<file path="config.mk">
export PLATFORM = sky130hd
export DESIGN_NAME = turn_controller
export DESIGN_NICKNAME = d
export VERILOG_FILES = /design/src/rtl/turn_controller.sv
export SDC_FILE = /design/constraint.sdc
export NUM_CORES = 1
export LEC_CHECK = 0
export CAP_MARGIN = 20
export CORE_MARGIN = 3
export CORE_UTILIZATION = 46
export DETAILED_ROUTE_END_ITERATION = 12
export HOLD_SLACK_MARGIN = 0.02
export PLACE_DENSITY = 0.82
export SLEW_MARGIN = 20
export SYNTH_ARGS = -nofsm -noshare
export SYNTH_HDL_FRONTEND = slang
export SYNTH_SLANG_ARGS = --single-unit
</file>
<file path="constraint.sdc">
create_clock -name clk -period 3.4 [get_ports clk]
set_input_delay 0.34 -clock clk [delete_from_list [all_inputs] [get_ports clk]]
set_output_delay 0.34 -clock clk [all_outputs]
set_load 0.01 [all_outputs]
</file>
<file path="src/rtl/turn_controller.sv">
// Tic-tac-toe turn sequencer: drives board-storage writes, alternates players, detects win/draw.
// Optional STARTER_ALT_EN: alternate the starting player on every new_game restart.
module turn_controller #(
    parameter logic [1:0] P1_CODE = 2'd1,
    parameter logic [1:0] P2_CODE = 2'd2
) (
    input  logic       clk,
    input  logic       rst,
    input  logic       req,
    input  logic [3:0] sel,
    input  logic       new_game,
    input  logic       valid,
    input  logic [1:0] grid_A1,
    input  logic [1:0] grid_A2,
    input  logic [1:0] grid_A3,
    input  logic [1:0] grid_B1,
    input  logic [1:0] grid_B2,
    input  logic [1:0] grid_B3,
    input  logic [1:0] grid_C1,
    input  logic [1:0] grid_C2,
    input  logic [1:0] grid_C3,
    output logic       clear,
    output logic [1:0] user,
    output logic [3:0] move,
    output logic       turn,
    output logic       illegal,
    output logic [1:0] winner,
    output logic       game_over,
    output logic [3:0] move_count,
    output logic       busy
);

    // state  | meaning
    // CLEAR  | emit one clear strobe, reset game bookkeeping
    // READY  | wait for a player request
    // ISSUE  | present move/user to board storage for one cycle
    // RESULT | sample board write result
    // CHECK  | look for a completed line or a full board
    // OVER   | game finished, hold result until new_game
    typedef enum logic [2:0] {
        S_CLEAR, S_READY, S_ISSUE, S_RESULT, S_CHECK, S_OVER
    } state_t;

    state_t     state, state_n;
    logic       clear_n, turn_n, illegal_n, busy_n, over_n, next_starter;
    logic [1:0] user_n, winner_n, win_code;
    logic [3:0] move_n, count_n;
    logic [1:0] lines [8];

    function automatic logic [1:0] line3(input logic [1:0] a, input logic [1:0] b,
                                         input logic [1:0] c);
        return (a != 2'd0 && a == b && b == c) ? a : 2'd0;
    endfunction

    always_comb begin
        lines[0] = line3(grid_A1, grid_A2, grid_A3);
        lines[1] = line3(grid_B1, grid_B2, grid_B3);
        lines[2] = line3(grid_C1, grid_C2, grid_C3);
        lines[3] = line3(grid_A1, grid_B1, grid_C1);
        lines[4] = line3(grid_A2, grid_B2, grid_C2);
        lines[5] = line3(grid_A3, grid_B3, grid_C3);
        lines[6] = line3(grid_A1, grid_B2, grid_C3);
        lines[7] = line3(grid_A3, grid_B2, grid_C1);
    end

    always_comb begin
        win_code = 2'd0;
        for (int i = 7; i >= 0; i--) begin
            if (lines[i] != 2'd0) win_code = lines[i];
        end
    end

`ifdef STARTER_ALT_EN
    logic starter;

    always_ff @(posedge clk or negedge rst) begin
        if (!rst) starter <= 1'b0;
        else if (new_game) starter <= ~starter;
    end

    assign next_starter = new_game ? ~starter : starter;
`else
    assign next_starter = 1'b0;
`endif

    always_comb begin
        state_n   = state;
        clear_n   = 1'b0;
        move_n    = 4'd0;
        user_n    = 2'd0;
        illegal_n = 1'b0;
        turn_n    = turn;
        winner_n  = winner;
        count_n   = move_count;
        if (new_game) begin
            state_n  = S_CLEAR;
            clear_n  = 1'b1;
            count_n  = 4'd0;
            winner_n = 2'd0;
            turn_n   = next_starter;
        end else begin
            case (state)
                // Out of reset the strobe comes one cycle in; after new_game it is already up.
                S_CLEAR: begin
                    if (clear) begin
                        state_n = S_READY;
                    end else begin
                        clear_n  = 1'b1;
                        count_n  = 4'd0;
                        winner_n = 2'd0;
                        turn_n   = next_starter;
                    end
                end
                S_READY: begin
                    if (req) begin
                        if (sel >= 4'd1 && sel <= 4'd9) begin
                            move_n  = sel;
                            user_n  = turn ? P2_CODE : P1_CODE;
                            state_n = S_ISSUE;
                        end else begin
                            illegal_n = 1'b1;
                        end
                    end
                end
                S_ISSUE:  state_n = S_RESULT;
                S_RESULT: begin
                    if (valid) begin
                        count_n = (move_count < 4'd9) ? move_count + 4'd1 : 4'd9;
                        state_n = S_CHECK;
                    end else begin
                        illegal_n = 1'b1;
                        state_n   = S_READY;
                    end
                end
                S_CHECK: begin
                    if (win_code != 2'd0) begin
                        winner_n = win_code;
                        state_n  = S_OVER;
                    end else if (move_count == 4'd9) begin
                        winner_n = 2'd3;
                        state_n  = S_OVER;
                    end else begin
                        turn_n  = ~turn;
                        state_n = S_READY;
                    end
                end
                S_OVER:  state_n = S_OVER;
                default: state_n = S_CLEAR;
            endcase
        end
        busy_n = !(state_n == S_READY || state_n == S_OVER);
        over_n = (state_n == S_OVER);
    end

    always_ff @(posedge clk or negedge rst) begin
        if (!rst) begin
            state      <= S_CLEAR;
            clear      <= 1'b0;
            move       <= 4'd0;
            user       <= 2'd0;
            turn       <= 1'b0;
            illegal    <= 1'b0;
            winner     <= 2'd0;
            game_over  <= 1'b0;
            move_count <= 4'd0;
            busy       <= 1'b1;
        end else begin
            state      <= state_n;
            clear      <= clear_n;
            move       <= move_n;
            user       <= user_n;
            turn       <= turn_n;
            illegal    <= illegal_n;
            winner     <= winner_n;
            game_over  <= over_n;
            move_count <= count_n;
            busy       <= busy_n;
        end
    end

endmodule

</file>
==> results.sh, run 1 <==
export IMPL_crit_path_end_kind="flip-flop"
export IMPL_cts_made_buffers=3
export IMPL_drive_gt1_frac=0.0676
export IMPL_seq_area_sq_um=502
export IMPL_drt_iter0_drc=89
export IMPL_p_int_mw=0.380
export IMPL_nNetsFinal=253
export IMPL_maxCapViolCount=0
export IMPL_routabilityCongestion=0.953
export IMPL_net_switching_power_mw=0.154
export IMPL_synthFlopType="dfrtp_1"
export IMPL_cts_max_level=1
export IMPL_syn_inst=179
export IMPL_grt_pass1_wl_microns=6710
export IMPL_period_share=0.649
export IMPL_rrSetupSlack_ns=1.74
export IMPL_clock_latency_ns=0.30
export IMPL_synth_top_area_cell="dfrtp_1"
export IMPL_initial_core_util=0.506
export IMPL_synth_xor_area_frac=0
export IMPL_path_max_fanout=8
export IMPL_swShare=0.289
export IMPL_hold_viol=0
export IMPL_outcome="finished clean"
export IMPL_synth_area_sq_mm=0.00146
export IMPL_leakage_nw=0.796
export IMPL_pwr_share_comb=0.258
export IMPL_synth_warnings=0
export IMPL_grt_usage=0.207
export IMPL_grt_pass1_vias=1451
export IMPL_critPathKind="in2reg"
export IMPL_post_drt_via_cell_ratio=5.88
export IMPL_setup_viol=0
export IMPL_via_count=1553
export IMPL_worst_hold_slack_ns=0.543
export IMPL_antenna_found_initial=0
export IMPL_layout_cells_non_filler=264
export IMPL_cpMostUsedCell="o21a_1"
export IMPL_power_density_mw_per_mm2=272
export IMPL_ys_ff_latch=20
export IMPL_cts_tree="done"
export IMPL_fin_ws_ns=1.19
export IMPL_vdd_drop_max_mv=0.266
export IMPL_worst_setup_path_start_kind="primary input"
export IMPL_min_path_type="in2async"
export IMPL_cts_sinks=20
export IMPL_finalPower_mw=0.534
export IMPL_final_setup_tns_ns=0
export IMPL_cts_root_buf="clkbuf_4"
export IMPL_rows=19
export IMPL_fill_cells=242
export IMPL_cp_arrival_ns=2.41
export IMPL_dp_hpwl_microns=3010
export IMPL_tightest_slew_ns=0.921
export IMPL_async_reset_ff_frac=1.00
export IMPL_synth_compound_area_frac=0.248
export IMPL_die_height_microns=62.3
export IMPL_synth_simple_gate_area_frac=0.336
export IMPL_synth_fp_nets=209
export IMPL_clk_transition_reported_paths_ns=0.12
export IMPL_multi_input_area_sq_um=898
export IMPL_route_detailed_wl_per_inst_microns=14.4
export IMPL_grt_max_degree=21
export IMPL_dieWidth_microns=62.3
export IMPL_area_delta_synth_final_pct=34.6
export IMPL_drtAntennaViolNets=0
export IMPL_synthTopCellsByArea="dfrtp_1 (33%), nor3_1 (6.9%), o21ai_0 (4.5%)"
export IMPL_io_pins=44
export IMPL_die_area_sq_mm=0.00388
export IMPL_rsz0062_at_grt="no"
export IMPL_wirelength_microns=3810
export IMPL_crit_start="grid_B2[1]"
export IMPL_grt_ovfl_total=0
export IMPL_coreArea_sq_mm=0.00288
export IMPL_clkPwrFrac=0.260
export IMPL_clockBufferDepth=2
export IMPL_drc_errors=0
export IMPL_synth_cell_types=46
export IMPL_crit_slowest_cell="clkdlybuf4s50_1"
export IMPL_diodes=0
export IMPL_ctsHoldBuffers=0
export IMPL_crit_chain="clkdlybuf4s50_1 -> and3_4 -> o21a_1 -> a211oi_1 -> nand4_1 -> a31oi_2 -> nand3_1 -> o21a_1"
export IMPL_layout_common_cells="clkdlybuf4s50_1 (43), nor3_1 (20), dfrtp_1 (19)"
export IMPL_rr_worst_depth=5
export IMPL_mostFrequentLayoutCell="clkdlybuf4s50_1"
export IMPL_synth_edf_count=0
export IMPL_cts_resized=0
export IMPL_yosysSeqAreaShare=0.345
export IMPL_dp_slack_ns=0.881
export IMPL_cts_setup_buffers=0
export IMPL_fmax_mhz=453
export IMPL_dp_cells=260
export IMPL_crit_path_max_incr_delay_ns=0.52
export IMPL_r2r_end="move_count[2]"
export IMPL_finClkSkew_ns=0.00599
export IMPL_numPortBuffers=43
export IMPL_synth_top_family_by_area="simple AND/OR/NAND/NOR gates"
export IMPL_seq_power_share=0.482
export IMPL_yosysTopAreaCellShare=0.326
export IMPL_final_min_clock_period_ns=2.21
export IMPL_slew_headroom=0.384
export IMPL_synth_mux_area_frac=0.00687
export IMPL_cp_data_required_time_ns=3.60
export IMPL_drv_slew=0
export IMPL_firstDrtPassIters=4
export IMPL_r2r_start="state[0]"
export IMPL_syn_avg_cell_area_sq_um=8.14
export IMPL_synthAdderAreaFrac=0.0258
==> cells by family after synthesis <==
group	after synthesis
multiplexers	1
buffers and inverters	15
adder cells (fa/ha/maj)	3
flip-flops	20
AND/OR/NAND/NOR	88
AO/OA/AOI/OAI	52
==> routing by layer <==
metal  wire, microns  track usage  vias up  share of wire
met5               0            0        -              0
met4               7       0.0165        0         0.0018
met3             256       0.0450        2          0.067
met2            1790        0.343       62           0.47
met1            1760        0.290      728           0.46
li1                -            -      761              -
==> area by class of cell <==
cell class	instances	area share
clock buffer	4	0.0185
inverter	11	0.0211
multi-input combinational	144	0.458
sequential	20	0.256
tap	42	0.0268
timing repair buffer	43	0.220
==> synthesized netlist by cell type (2+ instances only) <==
cell	n
a21oi_1	10
o21a_1	4
clkbuf_1	4
nand2_1	7
o21bai_1	2
and2_1	4
nor2_1	13
inv_1	11
a21o_1	3
and3_2	2
dfrtp_1	19
ha_1	3
nor3_1	20
o2111ai_1	2
and3_1	9
a21boi_0	2
nand4b_1	2
a211oi_1	2
o21ai_0	13
nand3_1	9
o22ai_1	2
nand4_1	2
nand2b_1	4
nor4_1	3
or3_1	6
==> metrics by stage <==
| step | util | area [sq um] |
|---|---|---|
| 6_report | 0.682 | 1960 |
| 5_1_grt | 0.682 | 1960 |
| 4_1_cts | 0.682 | 1960 |
| 3_5_place_dp | 0.669 | 1920 |
| 3_3_place_gp | 0.669 | 1920 |
| 2_1_floorplan | - | 1460 |
==> flip-flops by register name, summed over array words and instances, names as in the netlist <==
signal / cells
winner: 2
user: 2
clear: 1
move_count: 4
game_over: 1
move: 4
state: 3
turn: 1
busy: 1
illegal: 1
==> power groups by stage <==
stage	registers, mW	logic, mW	clock network, mW
final	0.257	0.138	0.139
after global routing	0.260	0.152	0.152
after CTS	0.257	0.137	0.143
after detailed placement	0.262	0.137	0
after global placement	0.261	0.134	0
after floorplan	0.259	0.0651	0
==> how the worst max path moves through the flow <==
stage,end,slack (ns),depth (start not counted)
after global placement,state[2],0.91,8
final,state[2],1.19,8
after global routing,state[2],1.0,8
after CTS,state[2],1.21,8
after floorplan,game_over,1.66,7
after detailed placement,state[2],0.88,8
==> critical path: cells and delay by family <==
family	cells	cell delay, ns
AO/OA/AOI/OAI	4	1.02
buffers and inverters	1	0.52
AND/OR/NAND/NOR	3	0.53
No activity file was read; power rests on OpenSTA's default activity.
==> run 2, diff against run 1 <==
==> constraint.sdc (replaced) <==
create_clock -name clk -period 2.3 [get_ports clk]
set_input_delay 0.23 -clock clk [delete_from_list [all_inputs] [get_ports clk]]
set_output_delay 0.23 -clock clk [all_outputs]
set_load 0.01 [all_outputs]
==> results.sh, run 2 (synthesis gave the netlist of run 1 again) <==
export IMPL_dpl_cell_area_sq_mm=0.00205
export IMPL_finClkSkew_ns=0.00507
export IMPL_period_share=0.916
export IMPL_finalPower_mw=0.814
export IMPL_leakage_nw=0.877
export IMPL_post_drt_via_cell_ratio=5.58
export IMPL_cts_sinks=20
export IMPL_p_int_mw=0.582
export IMPL_critPathKind="in2reg"
export IMPL_drtAntennaViolNets=0
export IMPL_final_min_clock_period_ns=2.11
export IMPL_grt_max_degree=21
export IMPL_grt_pass1_wl_microns=6650
export IMPL_cp_data_required_time_ns=2.50
export IMPL_grt_usage=0.206
export IMPL_top_regs="move (4), move_count (4), state (3)"
export IMPL_min_path_type="in2async"
export IMPL_firstDrtPassIters=4
export IMPL_net_switching_power_mw=0.232
export IMPL_diodes=0
export IMPL_cts_resized=0
export IMPL_drc_errors=0
export IMPL_clockBufferDepth=2
export IMPL_mostFrequentLayoutCell="clkdlybuf4s50_1"
export IMPL_rows=19
export IMPL_use_met2=0.317
export IMPL_cts_max_level=1
export IMPL_dp_slack_ns=-0.121
export IMPL_cp_top_family="compound AO/OA/AOI/OAI gates"
export IMPL_fin_area_sq_mm=0.00209
export IMPL_drive_gt1_frac=0.134
export IMPL_cp_arrival_ns=2.31
export IMPL_die_area_sq_mm=0.00388
export IMPL_routabilityCongestion=0.893
export IMPL_groute_layer_met3_usage=0.0378
export IMPL_dp_hpwl_microns=3160
export IMPL_die_height_microns=62.3
export IMPL_crit_path_max_incr_delay_ns=0.55
export IMPL_fmax_mhz=475
export IMPL_cts_made_buffers=3
export IMPL_cts_setup_buffers=0
export IMPL_swShare=0.286
export IMPL_setup_viol=0
export IMPL_coreArea_sq_mm=0.00288
export IMPL_layout_cells_non_filler=281
export IMPL_tightest_slew_ns=0.548
export IMPL_path_max_fanout=7
export IMPL_antenna_found_initial=0
export IMPL_worst_setup_path_start_kind="primary input"
export IMPL_drv_slew=0
export IMPL_crit_buf_inv=1
export IMPL_grt_ovfl_total=0
export IMPL_wirelength_microns=3860
export IMPL_ctsHoldBuffers=0
export IMPL_nNetsFinal=270
export IMPL_crit_slowest_cell="clkdlybuf4s50_1"
export IMPL_clock_latency_ns=0.31
export IMPL_cts_root_buf="clkbuf_4"
export IMPL_hold_viol=0
export IMPL_clk_transition_reported_paths_ns=0.11
export IMPL_dp_cells=277
export IMPL_vdd_drop_max_mv=0.353
export IMPL_io_pins=44
export IMPL_area_delta_synth_final_pct=43.4
export IMPL_via_count=1568
export IMPL_grt_busiest_layer="met2"
export IMPL_outcome="finished clean"
export IMPL_grt_pass1_vias=1398
export IMPL_slew_headroom=0.634
export IMPL_rsz0062_at_grt="no"
export IMPL_grt_use_met1=0.305
export IMPL_maxCapViolCount=0
export IMPL_pwr_share_comb=0.281
export IMPL_route_detailed_wl_per_inst_microns=13.7
export IMPL_seq_power_share=0.467
export IMPL_cts_tree="done"
export IMPL_initial_core_util=0.506
export IMPL_dieWidth_microns=62.3
export IMPL_fin_ws_ns=0.193
export IMPL_worst_hold_slack_ns=0.249
export IMPL_final_setup_tns_ns=0
export IMPL_clkPwrFrac=0.252
export IMPL_crit_chain="clkdlybuf4s50_1 -> and3_1 -> o2111a_1 -> o21ai_0 -> nand4_1 -> a31oi_2 -> nand3_1 -> o21a_1"
export IMPL_crit_path_end_kind="flip-flop"
export IMPL_numPortBuffers=43
export IMPL_fill_cells=214
export IMPL_layout_common_cells="clkdlybuf4s50_1 (43), nor3_1 (20), dfrtp_1 (19)"
export IMPL_drt_iter0_drc=87
export IMPL_power_density_mw_per_mm2=390
export IMPL_final_core_util=0.726
## run 2: cell count changes in the layout (fill, tap and decap cells not counted), sizes merged
| cell | change |
|---|---|
| buf | +17 |
## run 2: layout make-up
type / count / area, sq um / area share
Sequential cell: 20 / 502 / 0.240
Timing Repair Buffer: 60 / 558 / 0.267
Clock buffer: 4 / 36.3 / 0.0174
Tap cell: 42 / 52.6 / 0.0252
Multi-Input combinational cell: 144 / 898 / 0.430
Inverter: 11 / 41.3 / 0.0198
## run 2: path summary, 6_finish.rpt
kind / depth (start not counted) / from / end / slack [ns]
setup / recovery: 8 / grid_C3[0] / state[2] / 0.19
hold / removal: 2 / rst / turn / 0.25
setup reg to reg: 5 / state[1] / move_count[2] / 0.60
hold reg to reg: 2 / move_count[1] / move_count[1] / 0.56
max in group asynchronous: 2 / rst / busy / 1.79
min in group clk: 2 / sel[0] / move[0] / 0.51
## run 2: worst register-to-register path, delay by kind of cell (launching register included)
kind             cells  cell delay, ns
AO/OA/AOI/OAI        2            0.28
flip-flops           1            0.57
AND/OR/NAND/NOR      3            0.78
## run 2: power groups by stage
stage	logic (mW)	clock network (mW)	registers [mW]
after floorplan	0.0962	0	0.383
after global placement	0.223	0	0.386
after detailed placement	0.228	0	0.387
after CTS	0.229	0.211	0.380
after global routing	0.254	0.221	0.383
final	0.229	0.205	0.380
## run 2: layer usage
layer | wire length (microns) | vias to the layer above
li1 | - | 800
met1 | 1860 | 717
met2 | 1720 | 49
met3 | 265 | 2
met4 | 14 | 0
met5 | 0 | -
